`config.mk`:
```
export PLATFORM = sky130hd
export DESIGN_NAME = instr_fetch_flat
export DESIGN_NICKNAME = d
export VERILOG_FILES = /design/src/rtl/instr_fetch_if.sv /design/src/rtl/instr_fetch.sv /design/src/flat_wrapper.sv
export SDC_FILE = /design/constraint.sdc
export NUM_CORES = 1
export LEC_CHECK = 0
export BUFFER_PORTS_ARGS = -buffer_cell sky130_fd_sc_hd__buf_2
export CAP_MARGIN = 20
export CORE_MARGIN = 2
export CORE_UTILIZATION = 35
export CTS_CLUSTER_SIZE = 20
export DETAILED_ROUTE_END_ITERATION = 12
export SETUP_SLACK_MARGIN = 0.1
export SYNTH_ARGS = -nofsm -noshare
export SYNTH_HDL_FRONTEND = slang
export SYNTH_SLANG_ARGS = --single-unit
export TNS_END_PERCENT = 50
```
`constraint.sdc`:
```
create_clock -name clk -period 2.5 [get_ports clk]
set_clock_uncertainty 0.05 [all_clocks]
set_input_delay 0.25 -clock clk [delete_from_list [all_inputs] [get_ports clk]]
set_output_delay 0.25 -clock clk [all_outputs]
set_load 0.02 [all_outputs]
```
`src/rtl/instr_fetch_if.sv`:
```
// Fetch-stage bus bundle: instruction-memory read port, decoder hold-register
// handshake and the control inputs that steer the fetch stage.
// The master modport is the fetch stage. The slave modport is its environment,
// meaning the memory, decoder and execute stage.
interface instr_fetch_if #(
    parameter int ADDR_W = 16
);
    // Instruction memory read port
    logic              mem_req;
    logic [ADDR_W-1:0] mem_addr;
    logic              mem_ack;
    logic [31:0]       mem_rdata;

    // Decoder hold-register handshake
    logic [31:0]       instr;
    logic              instr_valid;
    logic [ADDR_W-1:0] instr_pc;
    logic              instr_ready;

    // Control from decoder / execute, status back out
    logic              halt;
    logic              branch_en;
    logic [ADDR_W-1:0] branch_target;
    logic              halted;

    modport master (
        output mem_req, mem_addr, instr, instr_valid, instr_pc, halted,
        input  mem_ack, mem_rdata, instr_ready, halt, branch_en, branch_target
    );

    modport slave (
        input  mem_req, mem_addr, instr, instr_valid, instr_pc, halted,
        output mem_ack, mem_rdata, instr_ready, halt, branch_en, branch_target
    );
endinterface

```
`src/rtl/instr_fetch.sv`:
```
// Instruction fetch stage. It owns the PC and reads one word at a time from
// instruction memory over req/ack. It holds each fetched word for the decoder
// behind a valid/ready register.
// Branch redirects that arrive while a read is outstanding are handled by
// draining the old request (DRAIN) before fetching the new target.
// All outputs come straight from registers. They are computed from the
// next-state values, so each output changes on the same edge as the state.
module instr_fetch #(
    parameter int                ADDR_W   = 16,
    parameter logic [ADDR_W-1:0] RESET_PC = '0
) (
    input  logic         clk,
    input  logic         rst,
    instr_fetch_if.master bus
);

    typedef enum logic [2:0] {
        S_IDLE   = 3'd0,
        S_FETCH  = 3'd1,
        S_DRAIN  = 3'd2,
        S_HOLD   = 3'd3,
        S_HALTED = 3'd4
    } state_t;

    // State and datapath registers
    state_t            r_state;
    logic [ADDR_W-1:0] r_pc;
    logic [ADDR_W-1:0] r_drain_addr;   // address of the abandoned request being drained
    logic [31:0]       r_instr;
    logic [ADDR_W-1:0] r_instr_pc;

    // Registered outputs
    logic              r_mem_req;
    logic [ADDR_W-1:0] r_mem_addr;
    logic              r_instr_valid;
    logic              r_halted;

    // Next-state values
    state_t            w_next_state;
    logic [ADDR_W-1:0] w_next_pc;
    logic [ADDR_W-1:0] w_next_drain_addr;
    logic [31:0]       w_next_instr;
    logic [ADDR_W-1:0] w_next_instr_pc;
    logic              w_next_mem_req;
    logic [ADDR_W-1:0] w_next_mem_addr;
    logic              w_next_instr_valid;
    logic              w_next_halted;
    logic [ADDR_W-1:0] w_pc_inc;

    // PC increment, wrapping naturally at 2^ADDR_W
    assign w_pc_inc = r_pc + ADDR_W'(1);

    // Next-state logic: transitions, PC updates and instruction capture
    always_comb begin
        w_next_state      = r_state;
        w_next_pc         = r_pc;
        w_next_drain_addr = r_drain_addr;
        w_next_instr      = r_instr;
        w_next_instr_pc   = r_instr_pc;

        case (r_state)
            S_IDLE: begin
                w_next_state = S_FETCH;
            end

            S_FETCH: begin
                if (bus.mem_ack) begin
                    if (bus.branch_en) begin
                        // Data belongs to the wrong path; refetch from the target
                        w_next_pc    = bus.branch_target;
                        w_next_state = S_FETCH;
                    end else begin
                        w_next_instr    = bus.mem_rdata;
                        w_next_instr_pc = r_pc;
                        w_next_pc       = w_pc_inc;
                        w_next_state    = S_HOLD;
                    end
                end else if (bus.branch_en) begin
                    // The memory still owes us a reply for r_pc. Keep presenting
                    // it until acked, then throw the data away.
                    w_next_drain_addr = r_pc;
                    w_next_pc         = bus.branch_target;
                    w_next_state      = S_DRAIN;
                end else begin
                    w_next_state = S_FETCH;
                end
            end

            S_DRAIN: begin
                // The newest redirect wins, even while draining
                if (bus.branch_en) begin
                    w_next_pc = bus.branch_target;
                end else begin
                    w_next_pc = r_pc;
                end
                if (bus.mem_ack) begin
                    w_next_state = S_FETCH;
                end else begin
                    w_next_state = S_DRAIN;
                end
            end

            S_HOLD: begin
                if (bus.branch_en) begin
                    w_next_pc    = bus.branch_target;
                    w_next_state = S_FETCH;
                end else if (bus.instr_ready) begin
                    if (bus.halt) begin
                        w_next_state = S_HALTED;
                    end else begin
                        w_next_state = S_FETCH;
                    end
                end else begin
                    w_next_state = S_HOLD;
                end
            end

            S_HALTED: begin
                w_next_state = S_HALTED;
            end

            default: begin
                w_next_state = S_IDLE;
            end
        endcase
    end

    // Output decode from the next state, so the outputs can be registered
    always_comb begin
        w_next_mem_req     = 1'b0;
        w_next_mem_addr    = '0;
        w_next_instr_valid = 1'b0;
        w_next_halted      = 1'b0;

        case (w_next_state)
            S_FETCH: begin
                w_next_mem_req  = 1'b1;
                w_next_mem_addr = w_next_pc;
            end
            S_DRAIN: begin
                w_next_mem_req  = 1'b1;
                w_next_mem_addr = w_next_drain_addr;
            end
            S_HOLD: begin
                w_next_instr_valid = 1'b1;
            end
            S_HALTED: begin
                w_next_halted = 1'b1;
            end
            default: begin
                w_next_mem_req = 1'b0;
            end
        endcase
    end

    // State, datapath and output registers with synchronous reset
    always_ff @(posedge clk) begin
        if (rst) begin
            r_state       <= S_IDLE;
            r_pc          <= RESET_PC;
            r_drain_addr  <= '0;
            r_instr       <= 32'h0000_0000;
            r_instr_pc    <= '0;
            r_mem_req     <= 1'b0;
            r_mem_addr    <= '0;
            r_instr_valid <= 1'b0;
            r_halted      <= 1'b0;
        end else begin
            r_state       <= w_next_state;
            r_pc          <= w_next_pc;
            r_drain_addr  <= w_next_drain_addr;
            r_instr       <= w_next_instr;
            r_instr_pc    <= w_next_instr_pc;
            r_mem_req     <= w_next_mem_req;
            r_mem_addr    <= w_next_mem_addr;
            r_instr_valid <= w_next_instr_valid;
            r_halted      <= w_next_halted;
        end
    end

    assign bus.mem_req     = r_mem_req;
    assign bus.mem_addr    = r_mem_addr;
    assign bus.instr       = r_instr;
    assign bus.instr_valid = r_instr_valid;
    assign bus.instr_pc    = r_instr_pc;
    assign bus.halted      = r_halted;

endmodule

```
`src/flat_wrapper.sv`:
```
// flat-port wrapper written by rule: the top's interface ports become plain ports
module instr_fetch_flat 
#(
    parameter int                ADDR_W   = 16,
    parameter logic [ADDR_W-1:0] RESET_PC = '0
)
  (clk, rst, bus_mem_req, bus_mem_addr, bus_instr, bus_instr_valid, bus_instr_pc, bus_halted, bus_mem_ack, bus_mem_rdata, bus_instr_ready, bus_halt, bus_branch_en, bus_branch_target);
  instr_fetch_if #(.ADDR_W(ADDR_W)) bus_i ();
  input  logic clk;
  input  logic rst;
  output wire logic [$bits(bus_i.mem_req)-1:0] bus_mem_req;
  output wire logic [$bits(bus_i.mem_addr)-1:0] bus_mem_addr;
  output wire logic [$bits(bus_i.instr)-1:0] bus_instr;
  output wire logic [$bits(bus_i.instr_valid)-1:0] bus_instr_valid;
  output wire logic [$bits(bus_i.instr_pc)-1:0] bus_instr_pc;
  output wire logic [$bits(bus_i.halted)-1:0] bus_halted;
  input wire logic [$bits(bus_i.mem_ack)-1:0] bus_mem_ack;
  input wire logic [$bits(bus_i.mem_rdata)-1:0] bus_mem_rdata;
  input wire logic [$bits(bus_i.instr_ready)-1:0] bus_instr_ready;
  input wire logic [$bits(bus_i.halt)-1:0] bus_halt;
  input wire logic [$bits(bus_i.branch_en)-1:0] bus_branch_en;
  input wire logic [$bits(bus_i.branch_target)-1:0] bus_branch_target;
  assign bus_mem_req = bus_i.mem_req;
  assign bus_mem_addr = bus_i.mem_addr;
  assign bus_instr = bus_i.instr;
  assign bus_instr_valid = bus_i.instr_valid;
  assign bus_instr_pc = bus_i.instr_pc;
  assign bus_halted = bus_i.halted;
  assign bus_i.mem_ack = bus_mem_ack;
  assign bus_i.mem_rdata = bus_mem_rdata;
  assign bus_i.instr_ready = bus_instr_ready;
  assign bus_i.halt = bus_halt;
  assign bus_i.branch_en = bus_branch_en;
  assign bus_i.branch_target = bus_branch_target;
  instr_fetch #(.ADDR_W(ADDR_W), .RESET_PC(RESET_PC)) u_core (.clk(clk), .rst(rst), .bus(bus_i));
endmodule
```
Word level (Yosys, flattened, before mapping):

Index checks and enable logic that the tools add are counted.

* memories kept: 0
* bits in registers: 102
* ROM bits: 0
* input bits: 54
* RAM bits: 0
* latch bits: 0
* output and inout port bits: 67

* multipliers: 0
* eq/ne operators: 8
* divide/modulo/power cells: 0
* magnitude comparators: 0
* reductions and logical operators: 4
* shift operators: 0
* mux-type cells: 19
* add/subtract/negate cells: 1
* bitwise operators: 1

Operators with widths (number)
* two-way mux 16 bit: 6
* case mux 16 bit (2 select lines): 2
* adder 16 x 1 -> 16 bit, second input constant: 1
* case mux 3 bit (5 select lines): 1
* equality test 3 x 2 -> 1 bit, second input constant: 4
* two-way mux 3 bit: 4
* equality test 3 x 1 -> 1 bit, second input constant: 2
* equality test 3 bit, second input constant: 2
* two-way mux 2 bit: 3
* OR reduction 2 bit: 2
* logical NOT 3 bit: 1
* two-way mux 1 bit: 3
* AND reduction 3 bit: 1
* NOT 1 bit: 1

Depth between registers and ports, before layout:

* depth after elaboration: 7
* gate-level depth with buffers: 8
* gate-level depth less buffers: 7

Worst setup path after synthesis:

OpenSTA, ideal clock, no wires.

* path type: in2reg
* from: in bus_branch_en
* to: reg u_core.r_mem_addr[12], in the netlist u_core.bus.mem_addr[12]
* data required time: 2.366 ns
* buffers on the path: 1
* setup slack: 0.400 ns
* arrival time: 1.966 ns
* library setup time: 0.084 ns
* cell stages on the path: 8
* cell sequence: inv_1 -> clkbuf_1 -> ha_1 -> nor2b_1 -> o22ai_1 -> or3_1 -> or3_1 -> o221ai_1

* longest elaborated chain between the ends: 5

RTL lines
* start: declaration: RTL line flat_wrapper.sv:21 `input wire logic [$bits(bus_i.branch_en)-1:0] bus_branch_en;`
* two-way mux 2 bit (on tied branches): RTL line instr_fetch.sv:78, instr_fetch.sv:68
* two-way mux 3 bit: RTL line instr_fetch.sv:67 `if (bus.mem_ack) begin`
* case mux 3 bit (5 select lines): RTL line instr_fetch.sv:61 `case (r_state)`
* equality test 3 x 2 -> 1 bit / equality test 3 x 1 -> 1 bit (equally long branches): RTL line instr_fetch.sv:135 `case (w_next_state)`
* case mux 16 bit (2 select lines) (*): RTL line instr_fetch.sv:135
* end signal: assignment: RTL line instr_fetch.sv:175 `r_mem_addr <= w_next_mem_addr;`
* end: declaration: RTL line instr_fetch.sv:34 `logic [ADDR_W-1:0] r_mem_addr;`

Mark *: on every way between the ends. The rest lies on a longest branch, timed or not.
A chain may end at the register's enable or synchronous reset.

Worst setup path after layout:

* from: reg u_core.r_state[0]
* to: reg u_core.r_mem_addr[10], in the netlist u_core.bus.mem_addr[10]

* longest elaborated chain between the ends: 4

RTL lines
* start: declaration: RTL line instr_fetch.sv:26 `state_t r_state;`
* start signal: assignment: RTL line instr_fetch.sv:169 `r_state <= w_next_state;`
* equality test 3 bit, or another cell as far along: RTL line instr_fetch.sv:61
* case mux 3 bit (5 select lines) / OR reduction 2 bit (equally long branches)
* equality test 3 x 2 -> 1 bit, or another cell as far along: RTL line instr_fetch.sv:135
* case mux 16 bit (2 select lines) (*): RTL line instr_fetch.sv:135

Marked as above.

==> metrics.sh <==
STATUS='completed'
SYNTH_SEQ_CELLS=102
SETUP.WORST_PATH.END_CLASS='register'
HOLD_WORST_SLACK_NS=0.0940
DIE_AREA_UM2=13000
FINALHOLDVIOLATIONS=0
PRE_CTS_SETUP_SLACK_NS=0.397
ROOT_BUFFER='sky130_fd_sc_hd__clkbuf_16'
MAX_CAP_VIOL_COUNT=0
NUM-NETS-FINAL=679
DR_TOTAL_VIAS=4038
FINAL_AREA_UM2=5270
DESIGN.PORTCOUNT=121
SEQCELLAREA_UM2=2040
FINAL_WORST_PATH_PERIOD_NEED_NS=2.11
FIRST_PASS_GRT_WIRE_LENGTH_MM=19.0
ROUTE.DETAILED.VIAS_PER_INST=5.22
CRITICAL_PATH.MAX_FANOUT=10
MAPPEDNETLISTAREA_UM2=4240
MAX-CLOCK-PATH-BUFFERS=2
SHARE_COMB_OF_TOTAL_POWER=0.148
SYNTH-WARNING-COUNT=0
CLOCK.FMAX_GHz=0.474
CLK-INSERTION-DELAY-LATE_NS=0.33
PLACED_CELLS=758
POWER_FRAC_SEQ=0.501
GRT_START_MAX_NET_PINS=40
TIMING.CRITICAL_PATH.FROM_TYPE='register'
COUNT_OF_BUFFERS_FROM_PORT_BUFFERING=120
VDD.IR_DROP.WORST_mV=0.285
DP_HPWL_MM=8.76
CTS.REPAIR_TIMING.SETUP_BUFFER_COUNT=0
TIMING.CRITICAL_PATH.ARRIVAL_NS=2.26
AREA_DELTA_SYNTH_FINAL_PCT=24.4
CP_SLOWEST_CELL='sky130_fd_sc_hd__a222oi_1'
DRT.ANTENNA.VIOLATING_NETS=0
CLOCK_BUFFERS_CREATED_BY_TRITONCTS=9
POST_ROUTE_CELLS_DRIVE_ABOVE_1_SHARE=0.267
FIN_WS_NS=0.389
POST_CTS_RESIZE_COUNT=0
GRT.TOTAL_USAGE=0.184
INTERNAL-POWER_mW=2.56
PLACEDINSTANCEAREA_UM2=5010
DIE-HEIGHT_UM=114
FLOORPLAN.CORE_AREA_UM2=11900
FIRSTDRTPASSITERS=5
SWITCHINGPOWER_uW=977
CLOCK_TREE_FROM_TRITONCTS='done'
SYNTH_AREA_PER_CELL_UM2=8.29
DIE_X_UM=114
POST-ROUTE-DRC-COUNT=0
SYNTH_CELLS=511
GPL.FINAL_WEIGHTED_CONGESTION=0.875
FP-ROW-COUNT=40
FIN_SETUP_TNS_NS=0
P_LEAK_nW=2.15
CRITICAL_PATH.CELL_CHAIN='buf_4 > o21ba_2 > o21ai_2 > a222oi_1 > o2bb2ai_1'
SWSHARE=0.276
WORST_SETUP_HOLD_PATH_CLK_SLEW_NS=0.07
MAPPEDNETLISTNETS=568
GRT_ANTENNA_BEFORE_REPAIR=0
DETAIL_ROUTE.WL_PER_CELL_UM=15.4
SYNTH_EDF_COUNT=0
FINISH.CELL_COUNT_WITHOUT_FILLERS=773
FINALMAXSLEWVIOLATIONS=0
R2R_SETUP_SLACK_NS=0.39
FIN_UTIL=0.443
FIRST_GLOBAL_VIAS=3748
SYNTH_FLOP_CELL='sky130_fd_sc_hd__dfxtp_1'
MAXSLEWHEADROOM=0.532
FINALPOWER_mW=3.54
SYNTH_ASYNC_SR_FLOP_SHARE=0
TRITONCTS_NUM_SINKS=102
SYNTH.DISTINCT_CELLS=60
FLOORPLAN.INITIALDENSITY=0.356
CRITICAL_PATH.MAX_STAGE_DELAY_NS=0.53
CTS-HOLD-FIX-BUFFERS=0
SEQ_AREA_FRAC_SYNTH=0.482
GLOBALROUTE.TOTALOVERFLOW=0
N_FILL_CELL=1225
RSZ0062_AT_GRT='false'
TIGHTESTPINTRANSITION_NS=0.703
WORST_HOLD_PATH_TYPE='in2reg'
DRT_ITER0_DRC=323
MULTI_INPUT_COMBINATIONAL_CELL_AREA_UM2=1990
CP_DATA_REQUIRED_TIME_NS=2.65
PWR_DENSITY_CELL_nW_PER_UM2=671
CTS_MAX_LEVEL=3
POSTROUTEWIRELENGTH_MM=11.9
ANTENNA-DIODE-COUNT=0
FINALSETUPVIOLATIONS=0
CLOCK_POWER_SHARE=0.351
MIN_PERIOD_OVER_PERIOD=0.845
CRITICALPATHCATEGORY='reg2reg'
-- cell usage after synthesis (all sizes together), types with 7 or more instances --
| cell type | n | area (um2) |
|---|---|---|
| nand2 | 135 | 507 |
| dfxtp | 102 | 2040 |
| a21oi | 68 | 363 |
| clkbuf | 21 | 81.3 |
| nor2 | 20 | 75.1 |
| buf | 18 | 96.3 |
| o21ai | 16 | 83.8 |
| nor3 | 11 | 66.3 |
| inv | 9 | 33.8 |
| nand4 | 9 | 56.3 |
| nand2b | 7 | 43.8 |
| nand3 | 7 | 40.0 |
-- sequential cells by signal, indices dropped and copies added, names as in the netlist --
signal                  cells
u_core.bus.halted           1
u_core.bus.instr_valid      1
u_core.bus.mem_addr        16
u_core.r_pc                16
u_core.bus.mem_req          1
u_core.r_state              3
u_core.bus.instr           32
u_core.r_drain_addr        16
u_core.bus.instr_pc        16
-- critical path: cells and delay by family (launching register included) --
| kind | cells | cell delay [ns] |
|---|---|---|
| buf+inv | 1 | 0.23 |
| compound gates | 4 | 1.19 |
| flops | 1 | 0.51 |
-- placed cells by master, fill, tap and decap left out, drive strengths merged, types with 4 or more instances in the layout --
cell type / netlist / layout
buf: 18 / 139
nand2: 135 / 135
dfxtp: 102 / 102
a21oi: 68 / 68
nor2: 20 / 20
o21ai: 16 / 16
clkbuf: 21 / 12
nor3: 11 / 11
inv: 9 / 9
nand4: 9 / 9
nand2b: 7 / 7
nand3: 7 / 7
a22oi: 6 / 6
a22o: 6 / 6
o2bb2ai: 6 / 6
nor4: 5 / 5
a21o: 4 / 4
xnor2: 4 / 4
mux2i: 4 / 4
a211oi: 4 / 4
-- layout make-up --
class,instances,area share
Tap cell,147,0.0349
Multi-Input combinational cell,361,0.377
Sequential cell,102,0.387
Timing Repair Buffer,139,0.146
Clock inverter,3,0.00427
Inverter,9,0.00641
Clock buffer,12,0.0449
-- power groups by stage --
stage               Combinational (mW)  Sequential (mW)  Clock (mW)
finish                           0.522             1.78        1.24
global route                     0.571             1.78        1.35
CTS                              0.522             1.77        1.28
detailed placement               0.520             1.81           0
global placement                 0.515             1.81           0
floorplan                        0.289             1.83           0
-- logic make-up (layout without fill, tap and decap cells) --
| kind of cell | count (synthesis) | in the layout | synth area share |
|---|---|---|---|
| DFF | 102 | 102 | 0.482 |
| buffers and inverters | 48 | 163 | 0.0499 |
| xor gates and xnor gates | 6 | 6 | 0.0124 |
| AOI/OAI and AO/OA | 132 | 132 | 0.203 |
| adders and majority gates | 3 | 3 | 0.00886 |
| muxes | 4 | 4 | 0.00945 |
| and+or+nand+nor | 216 | 216 | 0.234 |
-- per-layer routing --
layer	routed length, um	part of all wire	GRT usage
met1	5600	0.47	0.259
met2	5570	0.47	0.292
met3	608	0.051	0.0335
met4	131	0.011	0.0488
met5	0	0	0
-- worst paths after layout --
| kind | start | endpoint | cells after the start |
|---|---|---|---|
| hold / removal | bus_mem_rdata[12] | u_core.bus.instr[12] | 3 |
| hold reg to reg | u_core.bus.instr[17] | u_core.bus.instr[17] | 2 |
| setup reg to reg | u_core.r_state[0] | u_core.bus.mem_addr[10] | 5 |
| setup / recovery | u_core.r_state[0] | u_core.bus.mem_addr[10] | 5 |
No activity file was read; power rests on OpenSTA's default activity.
